<file path="config.mk">
export PLATFORM = sky130hd
export DESIGN_NAME = cache_lru
export DESIGN_NICKNAME = d
export VERILOG_FILES = /design/src/rtl/cache_lru.sv
export SDC_FILE = /design/constraint.sdc
export NUM_CORES = 1
export LEC_CHECK = 0
export ABC_AREA = 1
export CAP_MARGIN = 20
export CORE_UTILIZATION = 45
export DETAILED_ROUTE_END_ITERATION = 10
export PLACE_DENSITY = 0.73
export SETUP_SLACK_MARGIN = 0.15
export SLEW_MARGIN = 15
export SYNTH_ARGS = -nofsm -noshare
export SYNTH_HDL_FRONTEND = slang
export SYNTH_SLANG_ARGS = --single-unit
</file>
<file path="constraint.sdc">
create_clock -name clock -period 5.35 [get_ports clock]
set_clock_uncertainty 0.15 [all_clocks]
set_input_delay 1.07 -clock clock [delete_from_list [all_inputs] [get_ports clock]]
set_output_delay 1.07 -clock clock [all_outputs]
set_load 0.02 [all_outputs]
</file>
<file path="src/rtl/cache_lru.sv">
// cache_lru: true-LRU replacement state for a set-associative cache.
// Each set holds one age per way; lookup of the oldest way is combinational.
module cache_lru #(
   parameter  int NUM_SET      = 4,
   parameter  int NUM_WAYS     = 16,
   parameter  int WAYS_PER_SET = 4,
   localparam int SW           = (NUM_SET > 1) ? $clog2(NUM_SET) : 1,
   localparam int WW           = (WAYS_PER_SET > 1) ? $clog2(WAYS_PER_SET) : 1
) (
   input  logic          clock,
   input  logic          reset,
   input  logic          victim_req,
   input  logic [SW-1:0] victim_set,
   output logic [WW-1:0] victim_way,
   input  logic          update_req,
   input  logic [SW-1:0] update_set,
   input  logic [WW-1:0] update_way
);

   if ((NUM_WAYS != NUM_SET * WAYS_PER_SET) ||
       (NUM_SET < 1) || ((NUM_SET & (NUM_SET - 1)) != 0) ||
       (WAYS_PER_SET < 1) || ((WAYS_PER_SET & (WAYS_PER_SET - 1)) != 0)) begin : g_param_check
      $error("cache_lru: inconsistent cache geometry parameters");
   end

   logic [WW-1:0] age [NUM_SET][WAYS_PER_SET];
   logic [WW-1:0] hit_age;
   logic [WW-1:0] lru_way;

   // Old age of the way being touched; it splits the set into ways that move and ways that stay.
   always_comb begin
      hit_age = age[update_set][update_way];
   end

   // Age state: reset order makes way 0 the oldest; an access makes a way youngest.
   always_ff @(posedge clock) begin
      if (reset) begin
         for (int s = 0; s < NUM_SET; s++) begin
            for (int w = 0; w < WAYS_PER_SET; w++) begin
               age[s][w] <= WW'(WAYS_PER_SET - 1 - w);
            end
         end
      end else if (update_req) begin
         for (int w = 0; w < WAYS_PER_SET; w++) begin
            if (WW'(w) == update_way) begin
               age[update_set][w] <= '0;
            end else if (age[update_set][w] < hit_age) begin
               age[update_set][w] <= age[update_set][w] + WW'(1);
            end else begin
               age[update_set][w] <= age[update_set][w];
            end
         end
      end else begin
         age <= age;
      end
   end

   // Oldest way of the queried set; ages form a permutation so exactly one matches.
   always_comb begin
      lru_way = '0;
      for (int w = 0; w < WAYS_PER_SET; w++) begin
         lru_way = (age[victim_set][w] == WW'(WAYS_PER_SET - 1)) ? WW'(w) : lru_way;
      end
   end

   // Victim port reads zero when no query is active.
   always_comb begin
      if (victim_req) begin
         victim_way = lru_way;
      end else begin
         victim_way = '0;
      end
   end

endmodule

</file>
==> results of run 1 <==
synthesized netlist by cell type (all sizes together):
library cell	n
nand2	119
a21oi	41
inv	33
dfxtp	32
o21ai	23
nand3	18
nor2	13
clkbuf	5
buf	4
ha	4
o21bai	4
a31oi	3
a32o	2
nand3b	2
nand4	2
a221oi	1
clkinv	1
o211ai	1
o21a	1
o22ai	1
area by class of cell:
cell class | count | share of cell area
sequential | 32 | 0.296
timing repair buffer | 11 | 0.0508
inverter | 34 | 0.0612
tap | 50 | 0.0289
clock buffer | 8 | 0.0416
multi-input combinational | 235 | 0.522
worst max-delay path by stage:
stage | startpoint | end | slack, ns | cells past startpoint
after floorplan | update_set[1] | age[17]$_SDFFE_PP0P_ | 2.10 | 14
after global placement | update_set[0] | age[17]$_SDFFE_PP0P_ | 0.95 | 15
after detailed placement | update_set[0] | age[11]$_SDFFE_PP0P_ | 0.80 | 14
after CTS | victim_set[0] | victim_way[0] | 1.08 | 7
after global routing | update_set[0] | age[1]$_SDFFE_PP0P_ | 0.72 | 15
final | victim_set[0] | victim_way[0] | 1.05 | 7
per-stage QoR:
step	hold WS [ns]	util	setup slack [ns]
3_5_place_dp	0.311	0.508	0.799
3_3_place_gp	0.302	0.508	0.949
6_report	0.327	0.530	1.05
5_1_grt	0.356	0.530	0.715
4_1_cts	0.327	0.530	1.08
2_1_floorplan	0.286	-	2.10
power groups by stage:
stage	registers (mW)	logic, mW	clock network [mW]
2_1_floorplan	0.262	0.0933	0
3_3_place_gp	0.265	0.122	0
3_5_place_dp	0.265	0.124	0
4_1_cts	0.260	0.124	0.192
5_1_grt	0.261	0.143	0.203
6_report	0.260	0.126	0.189
kinds of logic (layout without fill, tap and decap cells):
family	after synthesis	after routing	synth area share
and+or+nand+nor	154	154	0.332
AOI/OAI and AO/OA	77	77	0.217
buffers and inverters	43	53	0.0999
DFF	32	32	0.326
adders and majority gates	4	4	0.0254
metal layers:
layer	global-route usage	wire length (microns)	up-vias
li1	-	-	1029
met1	0.336	2360	914
met2	0.379	2230	68
met3	0.0550	328	11
met4	0.0703	89	0
met5	0	0	-
cell usage in the layout, fill, tap and decap left out, types with 2 or more instances in the layout:
master,Yosys,final
a21oi_2,2,2
a32o_1,2,2
dfxtp_1,32,32
inv_1,31,31
nand3_1,18,18
clkdlybuf4s50_1,0,11
nor2_1,8,8
inv_2,2,2
clkbuf_8,1,6
ha_1,4,4
nand3b_1,2,2
clkbuf_1,4,2
o21bai_1,4,4
o21ai_1,13,13
a31oi_1,3,3
nand2_2,9,9
o21ai_0,10,10
nand4_1,2,2
nor2_2,4,4
nand2_1,110,110
a21oi_1,39,39
critical path, delay by kind of cell:
kind | cells | cell delay, ns
buffers and inverters | 3 | 1.43
AO/OA/AOI/OAI | 4 | 0.58
==> flow_metrics.env, run 1 <==
export IMPL_run_status="finished, final reports clean"
export IMPL_p_sw_frac=0.305
export IMPL_grt_total_usage=0.245
export IMPL_netlist_area_sq_um=1970
export IMPL_cts_setup_buffers=0
export IMPL_io_buffer_count=11
export IMPL_dieArea_sq_um=4640
export IMPL_finalSetupViolations=0
export IMPL_fp_dieW_microns=68.1
export IMPL_regArea_sq_um=641
export IMPL_synth_cell_types=29
export IMPL_max_cap_violations=0
export IMPL_antenna_found_initial=0
export IMPL_p_comb_frac=0.219
export IMPL_yosysSeqAreaShare=0.326
export IMPL_crit_fanout=7
export IMPL_r2r_end="age[11]$_SDFFE_PP0P_"
export IMPL_insertion_delay_ns=0.28
export IMPL_critPathMostFrequentCell="clkdlybuf4s50_1"
export IMPL_crit_chain="clkdlybuf4s50_1, inv_1, a31oi_1, a32o_1, o211ai_1, a21oi_1, clkdlybuf4s50_1"
export IMPL_die_h_microns=68.1
export IMPL_final_cells=370
export IMPL_ios=12
export IMPL_seqPwrFrac=0.453
export IMPL_reg_top3="age: 32 flops"
export IMPL_diodes=0
export IMPL_finalMaxSlewViolations=0
export IMPL_cts_tree="built"
export IMPL_p_total_mw=0.574
export IMPL_hold_path_end="age[31]$_SDFFE_PP1P_"
export IMPL_dp_cells=362
export IMPL_clockRootBuffer="clkbuf_8"
export IMPL_grt_remaining_overflow=0
export IMPL_grt_pass1_wl_microns=8540
export IMPL_tns_ns=0
export IMPL_rsz0062_at_grt="false"
export IMPL_rrSetupSlack_ns=2.69
export IMPL_fin_crit_ns=4.30
export IMPL_final_period_utilization=0.804
export IMPL_yosysWarnings=0
export IMPL_htreeDepth=2
export IMPL_tightestPinTransition_ns=1.03
export IMPL_avgViaCountPerCell=5.46
export IMPL_coreArea_sq_um=4090
export IMPL_clk_pin_slew_ns=0.07
export IMPL_dpl_hpwl_microns=3750
export IMPL_placed_area_sq_um=2080
export IMPL_ir_worst_vdd_uv=200
export IMPL_critical_path_class="input pin to output port"
export IMPL_synth_top_cell_area_share=0.326
export IMPL_hp_start="age[31]$_SDFFE_PP1P_"
export IMPL_hold_viol=0
export IMPL_crit_path_end_kind="output port"
export IMPL_ys_ff_latch=32
export IMPL_final_antenna_net_count=0
export IMPL_drtIter0Drc=137
export IMPL_grt_max_degree=30
export IMPL_cts_resized=0
export IMPL_max_freq_ghz=0.232
export IMPL_routed_wl_microns=5010
export IMPL_detail_route_wl_per_cell_microns=13.5
export IMPL_p_int_mw=0.399
export IMPL_max_stage_delay_ns=0.64
export IMPL_hold_path_cell_count=2
export IMPL_routabilityCongestion=0.922
export IMPL_grt_pass1_vias=1849
export IMPL_p_per_area_nw_per_um2=265
export IMPL_hold_buffers=0
export IMPL_syn_nets=324
export IMPL_clkPwrFrac=0.329
export IMPL_start_util=0.481
export IMPL_hold_class="flip-flop to flip-flop"
export IMPL_cp_data_arrival_time_ns=3.08
export IMPL_final_nets=333
export IMPL_vias=2022
export IMPL_multiInputGateArea_sq_um=1130
export IMPL_fill_cells=411
export IMPL_synthTopCellsByArea="dfxtp_1 (33%), nand2_1 (21%), a21oi_1 (9.9%), inv_1 (5.9%), nand3_1 (4.6%)"
export IMPL_reg2reg_from="age[13]$_SDFFE_PP1P_"
export IMPL_yosysTopAreaCell="dfxtp_1"
export IMPL_p_sw_mw=0.175
export IMPL_synth_avg_cell_area_sq_um=6.34
export IMPL_finalInstanceArea_sq_um=2170
export IMPL_area_growth_pct=10.1
export IMPL_slowest_stage="clkdlybuf4s50_1"
export IMPL_cts_sinks=32
export IMPL_cp_start_kind="input pin"
export IMPL_drive_gt1_frac=0.0781
export IMPL_slew_headroom=0.310
export IMPL_largest_reg_flops=32
export IMPL_regMostFlops="age"
export IMPL_first_pass_iters=4
export IMPL_cts_path_max_buffers=2
export IMPL_rows=23
export IMPL_rr_worst_depth=12
export IMPL_cp_required_ns=4.13
export IMPL_postSynthCellCount=310
export IMPL_p_leak_nw=1.02
export IMPL_drc=0
export IMPL_cts_buffers=5
Note: power is estimated with default switching activity, not from simulation.
==> run 2: changes to the inputs <==
Clock period 5.35 ns to 4.23 ns, I/O delays scaled along.
==> flow_metrics.env, run 2 (synthesis results as in run 1) <==
export IMPL_p_sw_mw=0.229
export IMPL_vias=2018
export IMPL_utilization=0.537
export IMPL_dp_cells=366
export IMPL_hold_class="flip-flop to flip-flop"
export IMPL_dr_max_layer_used="met4"
export IMPL_detail_route_wl_per_cell_microns=13.6
export IMPL_drc=0
export IMPL_final_cells=374
export IMPL_cp_start_kind="input pin"
export IMPL_io_buffer_count=11
export IMPL_final_antenna_net_count=0
export IMPL_rsz0062_at_grt="false"
export IMPL_p_total_mw=0.737
export IMPL_reg_top3="age: 32 flops"
export IMPL_layout_common_cells="nand2_1 (110), a21oi_1 (39), dfxtp_1 (32)"
export IMPL_antenna_found_initial=0
export IMPL_dieArea_sq_um=4640
export IMPL_final_common_cell="nand2_1"
export IMPL_p_int_mw=0.508
export IMPL_ios=12
export IMPL_diodes=0
export IMPL_drtIter0Drc=116
export IMPL_grt_pass1_wl_microns=8360
export IMPL_crit_path_end_kind="output port"
export IMPL_cts_buffers=5
export IMPL_ir_worst_vdd_uv=186
export IMPL_hold_path_cell_count=2
export IMPL_run_status="finished, final reports clean"
export IMPL_finalInstanceArea_sq_um=2200
export IMPL_critical_path_class="input pin to output port"
export IMPL_reg2reg_from="age[29]$_SDFFE_PP1P_"
export IMPL_placed_area_sq_um=2110
export IMPL_grt_remaining_overflow=0
export IMPL_grt_total_usage=0.244
export IMPL_hold_path_end="age[22]$_SDFFE_PP1P_"
export IMPL_p_leak_nw=1.04
export IMPL_final_nets=337
export IMPL_clkPwrFrac=0.332
export IMPL_tns_ns=0
export IMPL_rows=23
export IMPL_max_cap_violations=0
export IMPL_crit_fanout=7
export IMPL_finalSetupViolations=0
export IMPL_fin_crit_ns=3.83
export IMPL_finalMaxSlewViolations=0
export IMPL_rrSetupSlack_ns=1.70
export IMPL_drive_gt1_frac=0.0895
export IMPL_clockRootBuffer="clkbuf_8"
export IMPL_cp_data_arrival_time_ns=2.84
export IMPL_hold_buffers=0
export IMPL_crit_chain="clkdlybuf4s50_1, inv_1, a31oi_1, a32o_1, o211ai_1, a21oi_1, clkdlybuf4s50_1"
export IMPL_slowest_stage="clkdlybuf4s50_1"
export IMPL_met2_length_microns=2260
export IMPL_critPathMostFrequentCell="clkdlybuf4s50_1"
export IMPL_max_stage_delay_ns=0.62
export IMPL_p_comb_frac=0.223
export IMPL_fp_dieW_microns=68.1
export IMPL_largest_reg_flops=32
export IMPL_cts_sinks=32
export IMPL_seqPwrFrac=0.446
export IMPL_dpl_hpwl_microns=3890
export IMPL_coreArea_sq_um=4090
export IMPL_wl_met1_microns=2430
export IMPL_max_freq_ghz=0.261
export IMPL_insertion_delay_ns=0.29
export IMPL_rr_worst_depth=13
export IMPL_p_sw_frac=0.311
export IMPL_cts_setup_buffers=0
export IMPL_hp_start="age[22]$_SDFFE_PP1P_"
export IMPL_hold_slack_ns=0.321
export IMPL_htreeDepth=2
export IMPL_final_period_utilization=0.906
export IMPL_cts_tree="built"
export IMPL_pre_cts_ws_ns=0.293
export IMPL_die_h_microns=68.1
export IMPL_clk_pin_slew_ns=0.07
export IMPL_dr_wl_met3_microns=329
export IMPL_grt_max_degree=19
export IMPL_tightestPinTransition_ns=0.692
export IMPL_start_util=0.481
export IMPL_hold_viol=0
export IMPL_cp_required_ns=3.23
export IMPL_p_per_area_nw_per_um2=335
export IMPL_avgViaCountPerCell=5.40
export IMPL_grt_pass1_vias=1854
export IMPL_cts_resized=0
export IMPL_fin_ws_ns=0.398
export IMPL_routed_wl_microns=5080
export IMPL_routabilityCongestion=0.894
export IMPL_area_growth_pct=11.6
export IMPL_regMostFlops="age"
export IMPL_slew_headroom=0.537
export IMPL_cts_path_max_buffers=2
export IMPL_first_pass_iters=4
export IMPL_r2r_end="age[11]$_SDFFE_PP0P_"
## run 2: changes by cell type in the layout (fill, tap and decap cells not counted), sizes merged
cell  change
buf       +4
## run 2: final cells by class
| type | instances | area (sq um) |
|---|---|---|
| inverters | 34 | 133 |
| flip-flops and latches | 32 | 641 |
| well taps | 50 | 62.6 |
| clock buffers | 8 | 90.1 |
| fillers | 425 | 1890 |
| repair buffers | 15 | 140 |
| multi-input cells | 235 | 1130 |
## run 2: worst max-delay path by stage
stage                        from              endpoint
global placement    update_set[0]  age[31]$_SDFFE_PP1P_
global route        update_set[0]   age[3]$_SDFFE_PP0P_
detailed placement  update_set[0]  age[11]$_SDFFE_PP0P_
finish              victim_set[0]         victim_way[0]
CTS                 victim_set[0]         victim_way[0]
floorplan           update_set[1]  age[17]$_SDFFE_PP0P_
## run 2: power groups by stage
stage,clock network (mW),logic [mW],registers [mW]
2_1_floorplan,0,0.118,0.331
3_3_place_gp,0,0.160,0.335
3_5_place_dp,0,0.161,0.335
4_1_cts,0.246,0.162,0.328
5_1_grt,0.257,0.183,0.330
6_report,0.244,0.164,0.328
## run 2: layer usage
layer	vias up	global-route usage
met5	-	0
met4	0	0.0859
met3	6	0.0417
met2	69	0.387
met1	908	0.331
li1	1035	-
## run 2: critical path, delay by kind of cell
family	cells	cell delay, ns
buffers and inverters	3	1.42
AOI/OAI and AO/OA	4	0.58
